## config.mk

```make
export PLATFORM = sky130hd
export DESIGN_NAME = normalize_block
export DESIGN_NICKNAME = d
export VERILOG_FILES = /design/src/rtl/normalize_block_pkg.sv /design/src/rtl/normalize_block_divider.sv /design/src/rtl/normalize_block.sv
export SDC_FILE = /design/constraint.sdc
export NUM_CORES = 1
export LEC_CHECK = 0
export ABC_CLOCK_PERIOD_IN_PS = 6500
export CORE_UTILIZATION = 56
export CTS_BUF_LIST = sky130_fd_sc_hd__clkbuf_8
export DETAILED_ROUTE_END_ITERATION = 12
export GPL_ROUTABILITY_DRIVEN = 0
export GPL_TIMING_DRIVEN = 0
export HOLD_SLACK_MARGIN = 0.08
export PLACE_DENSITY = 0.84
export SYNTH_ARGS = -nofsm -noshare
export SYNTH_HDL_FRONTEND = slang
export SYNTH_SLANG_ARGS = --single-unit
```

## constraint.sdc

```tcl
create_clock -name clock_i -period 6.5 [get_ports clock_i]
set_clock_uncertainty 0.05 [all_clocks]
set_input_delay 0.975 -clock clock_i [delete_from_list [all_inputs] [get_ports clock_i]]
set_output_delay 0.975 -clock clock_i [all_outputs]
set_load 0.005 [all_outputs]
```

## src/rtl/normalize_block_pkg.sv

```systemverilog
// ---------------------------------------------------------------------------
// normalize_block_pkg
// Shared softmax definitions used by the adder and normalize stages.
//   norm_state_t : state encoding of the normalize controller
//   SUM_SHIFT    : right shift the adder stage applies to its running sum
//                  (sum_i == true_sum >> SUM_SHIFT)
// ---------------------------------------------------------------------------
package normalize_block_pkg;

   localparam int SUM_SHIFT = 4;

   typedef enum logic [2:0] {
      ST_COLLECT  = 3'd0,
      ST_WAIT_SUM = 3'd1,
      ST_LOAD     = 3'd2,
      ST_DIVIDE   = 3'd3,
      ST_OUTPUT   = 3'd4,
      ST_DONE     = 3'd5
   } norm_state_t;

endpackage

```

## src/rtl/normalize_block_divider.sv

```systemverilog
// ---------------------------------------------------------------------------
// serial_divider
// Restoring divider, one quotient bit per clock, MSB first, data_size steps.
// Ports:
//   clock_i, reset_i : clock, synchronous active-high reset
//   start            : load dividend/divisor and begin a new division
//   dividend         : 2*data_size-SUM_SHIFT bit unsigned dividend
//   divisor          : data_size bit unsigned divisor
//   quotient         : low data_size bits of floor(dividend/divisor)
//   done             : high during the cycle whose edge completes the last step
//   saturate         : result does not fit in data_size bits (or divisor is 0)
// ---------------------------------------------------------------------------
module serial_divider
   import normalize_block_pkg::*;
#(
   parameter int data_size = 32
) (
   input  logic                                 clock_i,
   input  logic                                 reset_i,
   input  logic                                 start,
   input  logic [2*data_size-SUM_SHIFT-1:0]     dividend,
   input  logic [data_size-1:0]                 divisor,
   output logic [data_size-1:0]                 quotient,
   output logic                                 done,
   output logic                                 saturate
);

   localparam int DVW = 2*data_size - SUM_SHIFT;
   localparam int CW  = $clog2(data_size + 1);

   logic [data_size-1:0] remainder;
   logic [data_size-1:0] low_bits;
   logic [CW-1:0]        steps_left;
   logic [data_size:0]   trial;
   logic [data_size-1:0] high_part;

   // The dividend bits above data_size form the starting partial remainder.
   // If that alone is >= divisor, the quotient needs more than data_size bits,
   // so the result saturates and only the low data_size quotient bits are
   // ever iterated.
   always_comb begin
      high_part = data_size'(dividend[DVW-1:data_size]);
      trial     = {remainder, low_bits[data_size-1]};
   end

   // One restoring step per clock while steps remain.
   always_ff @(posedge clock_i) begin
      if (reset_i) begin
         remainder  <= '0;
         low_bits   <= '0;
         quotient   <= '0;
         steps_left <= '0;
         saturate   <= 1'b0;
      end else if (start) begin
         remainder  <= high_part;
         low_bits   <= dividend[data_size-1:0];
         quotient   <= '0;
         steps_left <= CW'(data_size);
         saturate   <= (divisor == '0) || (high_part >= divisor);
      end else if (steps_left != '0) begin
         if (trial >= {1'b0, divisor}) begin
            remainder <= data_size'(trial - {1'b0, divisor});
            quotient  <= {quotient[data_size-2:0], 1'b1};
         end else begin
            remainder <= trial[data_size-1:0];
            quotient  <= {quotient[data_size-2:0], 1'b0};
         end
         low_bits   <= low_bits << 1;
         steps_left <= steps_left - CW'(1);
      end
   end

   assign done = (steps_left == CW'(1));

endmodule

```

## src/rtl/normalize_block.sv

```systemverilog
// ---------------------------------------------------------------------------
// normalize_block
// Buffers exp values, waits for the accumulated sum, then emits one
// probability word per element: prob = (exp << (data_size-4)) / sum,
// saturated to all-ones.
// Ports:
//   clock_i, reset_i        : clock, synchronous active-high reset
//   exp_i, data_valid_i     : exp values from the exp stage
//   exp_done_i              : exp stream finished (level)
//   sum_i, sum_valid_i      : scaled sum from the adder stage (level)
//   prob_o, prob_valid_o    : probability word and its one-cycle strobe
//   prob_last_o             : marks the final element of the vector
//   busy_o, done_o          : controller status
//   overflow_o              : sticky, an exp was dropped because buffer full
// ---------------------------------------------------------------------------
module normalize_block
   import normalize_block_pkg::*;
#(
   parameter int data_size      = 32,
   parameter int number_of_data = 10
) (
   input  logic                 clock_i,
   input  logic                 reset_i,
   input  logic [data_size-1:0] exp_i,
   input  logic                 data_valid_i,
   input  logic                 exp_done_i,
   input  logic [data_size-1:0] sum_i,
   input  logic                 sum_valid_i,
   output logic [data_size-1:0] prob_o,
   output logic                 prob_valid_o,
   output logic                 prob_last_o,
   output logic                 busy_o,
   output logic                 done_o,
   output logic                 overflow_o
);

   localparam int DVW = 2*data_size - SUM_SHIFT;
   localparam int CW  = $clog2(number_of_data + 1);
   localparam int IW  = (number_of_data > 1) ? $clog2(number_of_data) : 1;

   norm_state_t          state, next_state;
   logic [data_size-1:0] buffer [number_of_data];
   logic [CW-1:0]        count;
   logic [CW-1:0]        idx;
   logic [data_size-1:0] divisor;
   logic [DVW-1:0]       dividend;
   logic                 capture;
   logic                 buffer_full;
   logic                 is_last;
   logic                 div_start;
   logic                 div_done;
   logic                 div_saturate;
   logic [data_size-1:0] div_quotient;

   // Words arriving together with exp_done are deliberately not captured.
   always_comb begin
      capture     = (state == ST_COLLECT) && data_valid_i && !exp_done_i;
      buffer_full = (count == CW'(number_of_data));
      is_last     = (idx == count - CW'(1));
      dividend    = DVW'(buffer[idx[IW-1:0]]) << (data_size - SUM_SHIFT);
   end

   // State register.
   always_ff @(posedge clock_i) begin
      if (reset_i) begin
         state <= ST_COLLECT;
      end else begin
         state <= next_state;
      end
   end

   // Next-state logic; an empty vector goes straight to DONE.
   always_comb begin
      next_state = state;
      case (state)
         ST_COLLECT: begin
            if (exp_done_i) begin
               next_state = (count == '0) ? ST_DONE : ST_WAIT_SUM;
            end
         end
         ST_WAIT_SUM: begin
            if (sum_valid_i) begin
               next_state = ST_LOAD;
            end
         end
         ST_LOAD: begin
            next_state = ST_DIVIDE;
         end
         ST_DIVIDE: begin
            if (div_done) begin
               next_state = ST_OUTPUT;
            end
         end
         ST_OUTPUT: begin
            next_state = is_last ? ST_DONE : ST_LOAD;
         end
         ST_DONE: begin
            next_state = ST_DONE;
         end
         default: begin
            next_state = ST_COLLECT;
         end
      endcase
   end

   // Moore outputs decoded from the state.
   always_comb begin
      busy_o    = 1'b0;
      done_o    = 1'b0;
      div_start = 1'b0;
      case (state)
         ST_LOAD: begin
            busy_o    = 1'b1;
            div_start = 1'b1;
         end
         ST_DIVIDE: begin
            busy_o = 1'b1;
         end
         ST_OUTPUT: begin
            busy_o = 1'b1;
         end
         ST_DONE: begin
            done_o = 1'b1;
         end
         default: begin
            busy_o = 1'b0;
         end
      endcase
   end

   // Element counters, divisor capture and the sticky overflow flag.
   always_ff @(posedge clock_i) begin
      if (reset_i) begin
         count      <= '0;
         idx        <= '0;
         divisor    <= '0;
         overflow_o <= 1'b0;
      end else begin
         if (capture) begin
            if (buffer_full) begin
               overflow_o <= 1'b1;
            end else begin
               count <= count + CW'(1);
            end
         end
         if ((state == ST_WAIT_SUM) && sum_valid_i) begin
            divisor <= sum_i;
            idx     <= '0;
         end
         if ((state == ST_OUTPUT) && !is_last) begin
            idx <= idx + CW'(1);
         end
      end
   end

   // Exp storage is not reset; count alone says which entries are live.
   always_ff @(posedge clock_i) begin
      if (capture && !buffer_full) begin
         buffer[count[IW-1:0]] <= exp_i;
      end
   end

   // Result register: strobe is a single cycle, prob_o holds between strobes.
   always_ff @(posedge clock_i) begin
      if (reset_i) begin
         prob_o       <= '0;
         prob_valid_o <= 1'b0;
         prob_last_o  <= 1'b0;
      end else begin
         prob_valid_o <= 1'b0;
         prob_last_o  <= 1'b0;
         if (state == ST_OUTPUT) begin
            prob_valid_o <= 1'b1;
            prob_last_o  <= is_last;
            prob_o       <= div_saturate ? '1 : div_quotient;
         end
      end
   end

   serial_divider #(
      .data_size (data_size)
   ) u_divider (
      .clock_i  (clock_i),
      .reset_i  (reset_i),
      .start    (div_start),
      .dividend (dividend),
      .divisor  (divisor),
      .quotient (div_quotient),
      .done     (div_done),
      .saturate (div_saturate)
   );

endmodule

```

# Word level (Yosys, flattened, before mapping)
# Memory sizes are Yosys's and may differ from the RTL's. A register that Yosys moved wholly into a read port is not among the register bits.
# Index checks and enable logic that the tools add are counted.
# op_classes
n_addsub,5
n_mul,0
div_mod_pow,0
magnitude_cmp,2
n_eq_ne,11
n_shift,0
mux,25
n_bitwise,2
reduce_logical,21
# op_table
cell,n
$mux 32,4
$mux 28,2
$ge 33x32->1,1
$ge 28x32->1,1
$logic_not 32->1,1
$sub 32x32->32,1
$pmux 3 s6,1
$mux 4,4
$mux 3,5
$mux 6,2
$add 4x1->4 const B,2
$mux 1,7
$eq 3x2->1 const B,2
$eq 3x3->1 const B,2
$eq 6x1->1 const B,1
$ne 2x2->1 const B,3
$reduce_bool 6->1,1
$sub 6x1->6 const B,1
$logic_and 1x1->1,5
$eq 4x4->1,1
$eq 4x4->1 const B,1
$logic_not 4->1,1
$reduce_and 2->1,2
$reduce_bool 2->1,2
9 further kinds,13
# word_totals
ff_bits,153
latch_bits,0
mem_bits_rw,320
mem_bits_ro,0
input_bits,69
output_inout_bits,37
word_cells,82
memories,1
# mem_list
memory,depth,word_bits,read_ports,rd_ports_with_merged_regs,write_ports,line_no,rtl
buffer,10,32,1,1,1,normalize_block.sv:42,logic [data_size-1:0] buffer [number_of_data];

# Longest topological paths before layout
# logic_depth
word_depth,7
ltp_mapped,18
depth_no_buf,14

# Hierarchy
# A second synthesis with hierarchy kept.
# hier_totals
hier_cells,1891
area_unflattened_um2,22441.5
# by_module_without_submodules
mod,n_inst,cells_per_inst,area_per_inst_um2,seq_area_each_um2
normalize_block,1,948,15436.1,11250.8
serial_divider,1,943,7005.5,2062.0

# Worst setup path before layout
# OpenSTA, ideal clock, no wires.
# synth_path
path_kind,register -> register
from,reg (tool-made name)
to,reg u_divider.saturate
setup_ns,0.145
arrival_ns,3.292
required_time_ns,6.305
setup_slack_ns,3.013
path_stages_with_launch,16
path_buffers,4
period_less_slack_ns,3.487
cell_sequence,dfxtp_1 -> buf_2 -> buf_4 -> buf_4 -> buf_2 -> mux4_2 -> a211oi_1 -> a21oi_1 -> ha_1 -> nand3_1 -> nor2_1 -> a2111oi_0 -> o21ai_0 -> o31ai_1 -> a21o_1 -> a221oi_1
# synth_lines
element,line_no,rtl
to (signal assigned),normalize_block_divider.sv:59,saturate <= (divisor == '0) || (high_part >= divisor);
to (decl),normalize_block_divider.sv:25,output logic saturate

==> load_flow_metrics.sql <==
INSERT INTO impl_metrics (metric_group, metric, value, unit) VALUES
('yosys', 'yosys-mux-area-fraction', '8.79', '%'),
('min_path', 'min_path_type', 'reg -> reg', ''),
('routing', 'detailedRoute.firstPassIterationCount', '9', ''),
('power', 'power.switching', '3.91', 'mW'),
('power', 'power_frac_comb', '40.9', '%'),
('yosys', 'ys_seq_area_share', '60.4', '%'),
('final_layout', 'finalCoreUtilization', '66.3', '%'),
('clock_tree', 'clock_tree_buf_depth', '3', ''),
('yosys', 'synthXorXnorAreaFrac', '1.54', '%'),
('yosys', 'yosys.area_share.simple', '11.7', '%'),
('power', 'pwr-share-seq', '35.4', '%'),
('power', 'p_per_area', '425', 'mW/mm²'),
('clock_tree', 'numCtsBuffers', '76', ''),
('floorplanning', 'fp.dieW', '196', 'µm'),
('worst_setup_path', 'cp_cell_sequence', 'buf_2 -> clkbuf_1 -> clkbuf_1 -> mux4_2 -> a211oi_1 -> a21oi_1 -> ha_1 -> nand3_1 -> nor2_1 -> a2111oi_0 -> o21ai_0 -> o31ai_1 -> a21o_1 -> a221oi_1', ''),
('clock_tree', 'tritoncts', 'done', ''),
('floorplanning', 'core.rowCount', '70', ''),
('global_route', 'first_pass_grt_wire_length', '82.3', 'mm'),
('global_route', 'number_of_antenna_violations_at_the_first_check_in_global_routing', '2', ''),
('final_layout', 'multi_input_comb_area', '0.00772', 'mm²'),
('power', 'internal-power', '6.48', 'mW'),
('worst_setup_path', 'setup.worst_path.end_class', 'flop', ''),
('final_layout', 'area_growth_syn_to_layout', '15.8', '%'),
('timing', 'timing_hold_violations_final', '0', ''),
('timing', 'grt_setup_unrepaired', 'false', ''),
('yosys', 'synth_edf_count', '320', ''),
('global_route', 'grtUsageTotal', '28.1', '%'),
('timing', 'timing.final.crit_share', '71.1', '%'),
('routing', 'drt_drc_violations_left', '0', ''),
('routing', 'drt_iter0_drc', '1432', ''),
('yosys', 'postSynthRegisterBits', '477', ''),
('yosys', 'synth_cells', '1729', ''),
('run_status', 'status', 'completed', ''),
('timing', 'period_needed', '4620', 'ps'),
('power', 'power.leakage', '8.29', 'nW'),
('clock_tree', 'clock_sinks', '477', ''),
('power', 'power.switching_fraction', '37.6', '%'),
('routing', 'antenna_violating_nets_post_route', '0', ''),
('placed_design', 'numPortBuffers', '104', ''),
('job', 'number_of_violations_of_the_max_capacitance_limit', '0', ''),
('yosys', 'yosys_warnings', '0', ''),
('timing', 'relative_slew_slack', '39.1', '%'),
('clock_tree', 'cts_htree_levels', '3', ''),
('global_route', 'first_global_vias', '15187', ''),
('yosys', 'synthesized_area_fraction_occupied_by_ao_oa_aoi_and_oai_cells', '10.4', '%'),
('floorplanning', 'num_io_pins', '106', ''),
('final_layout', 'number_of_nets_in_the_finished_design', '2057', ''),
('final_layout', 'drive_gt1_share', '11.3', '%'),
('yosys', 'primary_ff_master_synth', 'sky130_fd_sc_hd__edfxtp_1', ''),
('final_layout', 'filler_cell_count', '2529', ''),
('clock_tree', 'cts_hold_buffers', '0', ''),
('final_layout', 'final_cells', '2476', ''),
('power', 'p_clk_share', '23.7', '%'),
('yosys', 'syn-cell-area', '0.0211', 'mm²'),
('worst_setup_path', 'critical_path_peak_fanout', '10', ''),
('global_route', 'global_route.overflow_total', '0', ''),
('power', 'finalPower', '10.4', 'mW'),
('worst_setup_path', 'timing.critical_path.from_type', 'flop', ''),
('timing', 'final-setup-viol-count', '0', ''),
('yosys', 'synth.net_count', '1867', ''),
('yosys', 'synth_async_sr_flop_share', '0', '%'),
('timing', 'slew_violations', '0', ''),
('routing', 'route.final.wire_length', '53.5', 'mm'),
('worst_setup_path', 'timing.critical_path.slowest_cell_delay', '650', 'ps'),
('clock_tree', 'cts.root.buffer_cell', 'sky130_fd_sc_hd__clkbuf_8', ''),
('clock_tree', 'cts-resized-gates', '0', ''),
('worst_setup_path', 'worst-endpoint-required', '6930', 'ps'),
('routing', 'dr_total_vias', '15255', ''),
('timing', 'final.setup.tns', '0', 'ps'),
('yosys', 'post_synth_num_cell_types', '65', ''),
('clock_tree', 'clkTransAtPathRegs', '60', 'ps');
path summary, 6_finish.rpt:
path              slack (ps)  cells past startpoint              startpoint                     end
hold reg to reg          420                      2  u_divider.quotient[31]  u_divider.quotient[31]
hold / removal           420                      2  u_divider.quotient[31]  u_divider.quotient[31]
setup reg to reg        1880                     14                    flop      u_divider.saturate
setup / recovery        1880                     14                    flop      u_divider.saturate
flip-flops by register name, indices dropped and copies added (netlist names), 6 cells and up, named ones only:
register and count:
prob_o 32, divisor 32, buffer 320, u_divider.quotient 32, u_divider.remainder 32, u_divider.steps_left 6
per-stage QoR:
| stage | area (µm²) | setup slack [ps] |
|---|---|---|
| after global routing | 24400 | 1740 |
| final | 24500 | 1880 |
| after detailed placement | 23000 | 1960 |
| after floorplan | 21100 | 3010 |
| after global placement | 22800 | 2060 |
| after CTS | 24400 | 1950 |
area by class of cell:
| cell class | count | area share (%) |
|---|---|---|
| timing repair buffer | 112 | 5.16 |
| sequential | 477 | 52.2 |
| tap | 504 | 2.58 |
| clock inverter | 44 | 1.08 |
| inverter | 48 | 0.737 |
| buffer | 107 | 1.92 |
| multi-input combinational | 1097 | 31.6 |
| clock buffer | 85 | 4.78 |
| antenna | 2 | 0.0205 |
power groups by stage:
stage	Sequential (mW)	Combinational (mW)	Clock (mW)
6_report	3.68	4.24	2.46
5_1_grt	3.70	4.59	2.61
4_1_cts	3.67	4.13	2.47
3_5_place_dp	3.74	4.08	0
3_3_place_gp	3.72	3.95	0
2_1_floorplan	3.70	2.92	0
cell families (layout without fill, tap and decap cells):
group | count (synthesis) | after routing
AO/OA/AOI/OAI | 357 | 357
adder cells (fa/ha/maj) | 69 | 69
flip-flops | 477 | 477
multiplexers | 105 | 105
buffers and inverters | 155 | 396
AND/OR/NAND/NOR | 529 | 529
other | 0 | 2
XOR/XNOR | 37 | 37
per-layer routing:
layer	global-route usage [%]	vias up	part of all wire, %
met3	5.95	185	8.8
met4	14.8	0	4.4
met1	34.8	7379	38
met5	0	-	0
met2	46.3	860	49
li1	-	6831	-
cells in the final DEF (no fill, tap or decap), types with 18 or more instances in the layout:
cell / instances
sky130_fd_sc_hd__clkbuf_1: 71
sky130_fd_sc_hd__inv_1: 71
sky130_fd_sc_hd__xnor2_1: 19
sky130_fd_sc_hd__mux2i_1: 39
sky130_fd_sc_hd__nor2_1: 102
sky130_fd_sc_hd__o21ai_0: 56
sky130_fd_sc_hd__nor2b_1: 43
sky130_fd_sc_hd__nor3_1: 89
sky130_fd_sc_hd__a211oi_1: 56
sky130_fd_sc_hd__clkdlybuf4s50_1: 104
sky130_fd_sc_hd__buf_2: 18
sky130_fd_sc_hd__dfxtp_1: 157
sky130_fd_sc_hd__edfxtp_1: 320
sky130_fd_sc_hd__nand2_1: 195
sky130_fd_sc_hd__xor2_1: 18
sky130_fd_sc_hd__ha_1: 68
sky130_fd_sc_hd__mux4_2: 64
sky130_fd_sc_hd__clkbuf_8: 85
sky130_fd_sc_hd__a21oi_1: 155
worst max-delay path, delay by kind of cell, from the launching register on:
| family | cells | cell delay [ps] |
|---|---|---|
| compound gates | 7 | 1630 |
| buf+inv | 3 | 1540 |
| mux | 1 | 400 |
| fa+ha+maj | 1 | 360 |
| flops | 1 | 300 |
| simple gates | 2 | 170 |
synthesized netlist by cell type (all sizes together), types with 43 or more instances:
cell type	number	area share [%]
edfxtp	320	46
nand2	195	3.5
a21oi	158	3.8
dfxtp	157	15
nor2	102	1.8
nor3	91	2.2
clkbuf	71	1.3
ha	68	4.0
mux4	64	6.8
a211oi	59	2.2
o21ai	58	1.4
inv	48	0.85
nor2b	43	1.3
Note: power is estimated with default switching activity, not from simulation.
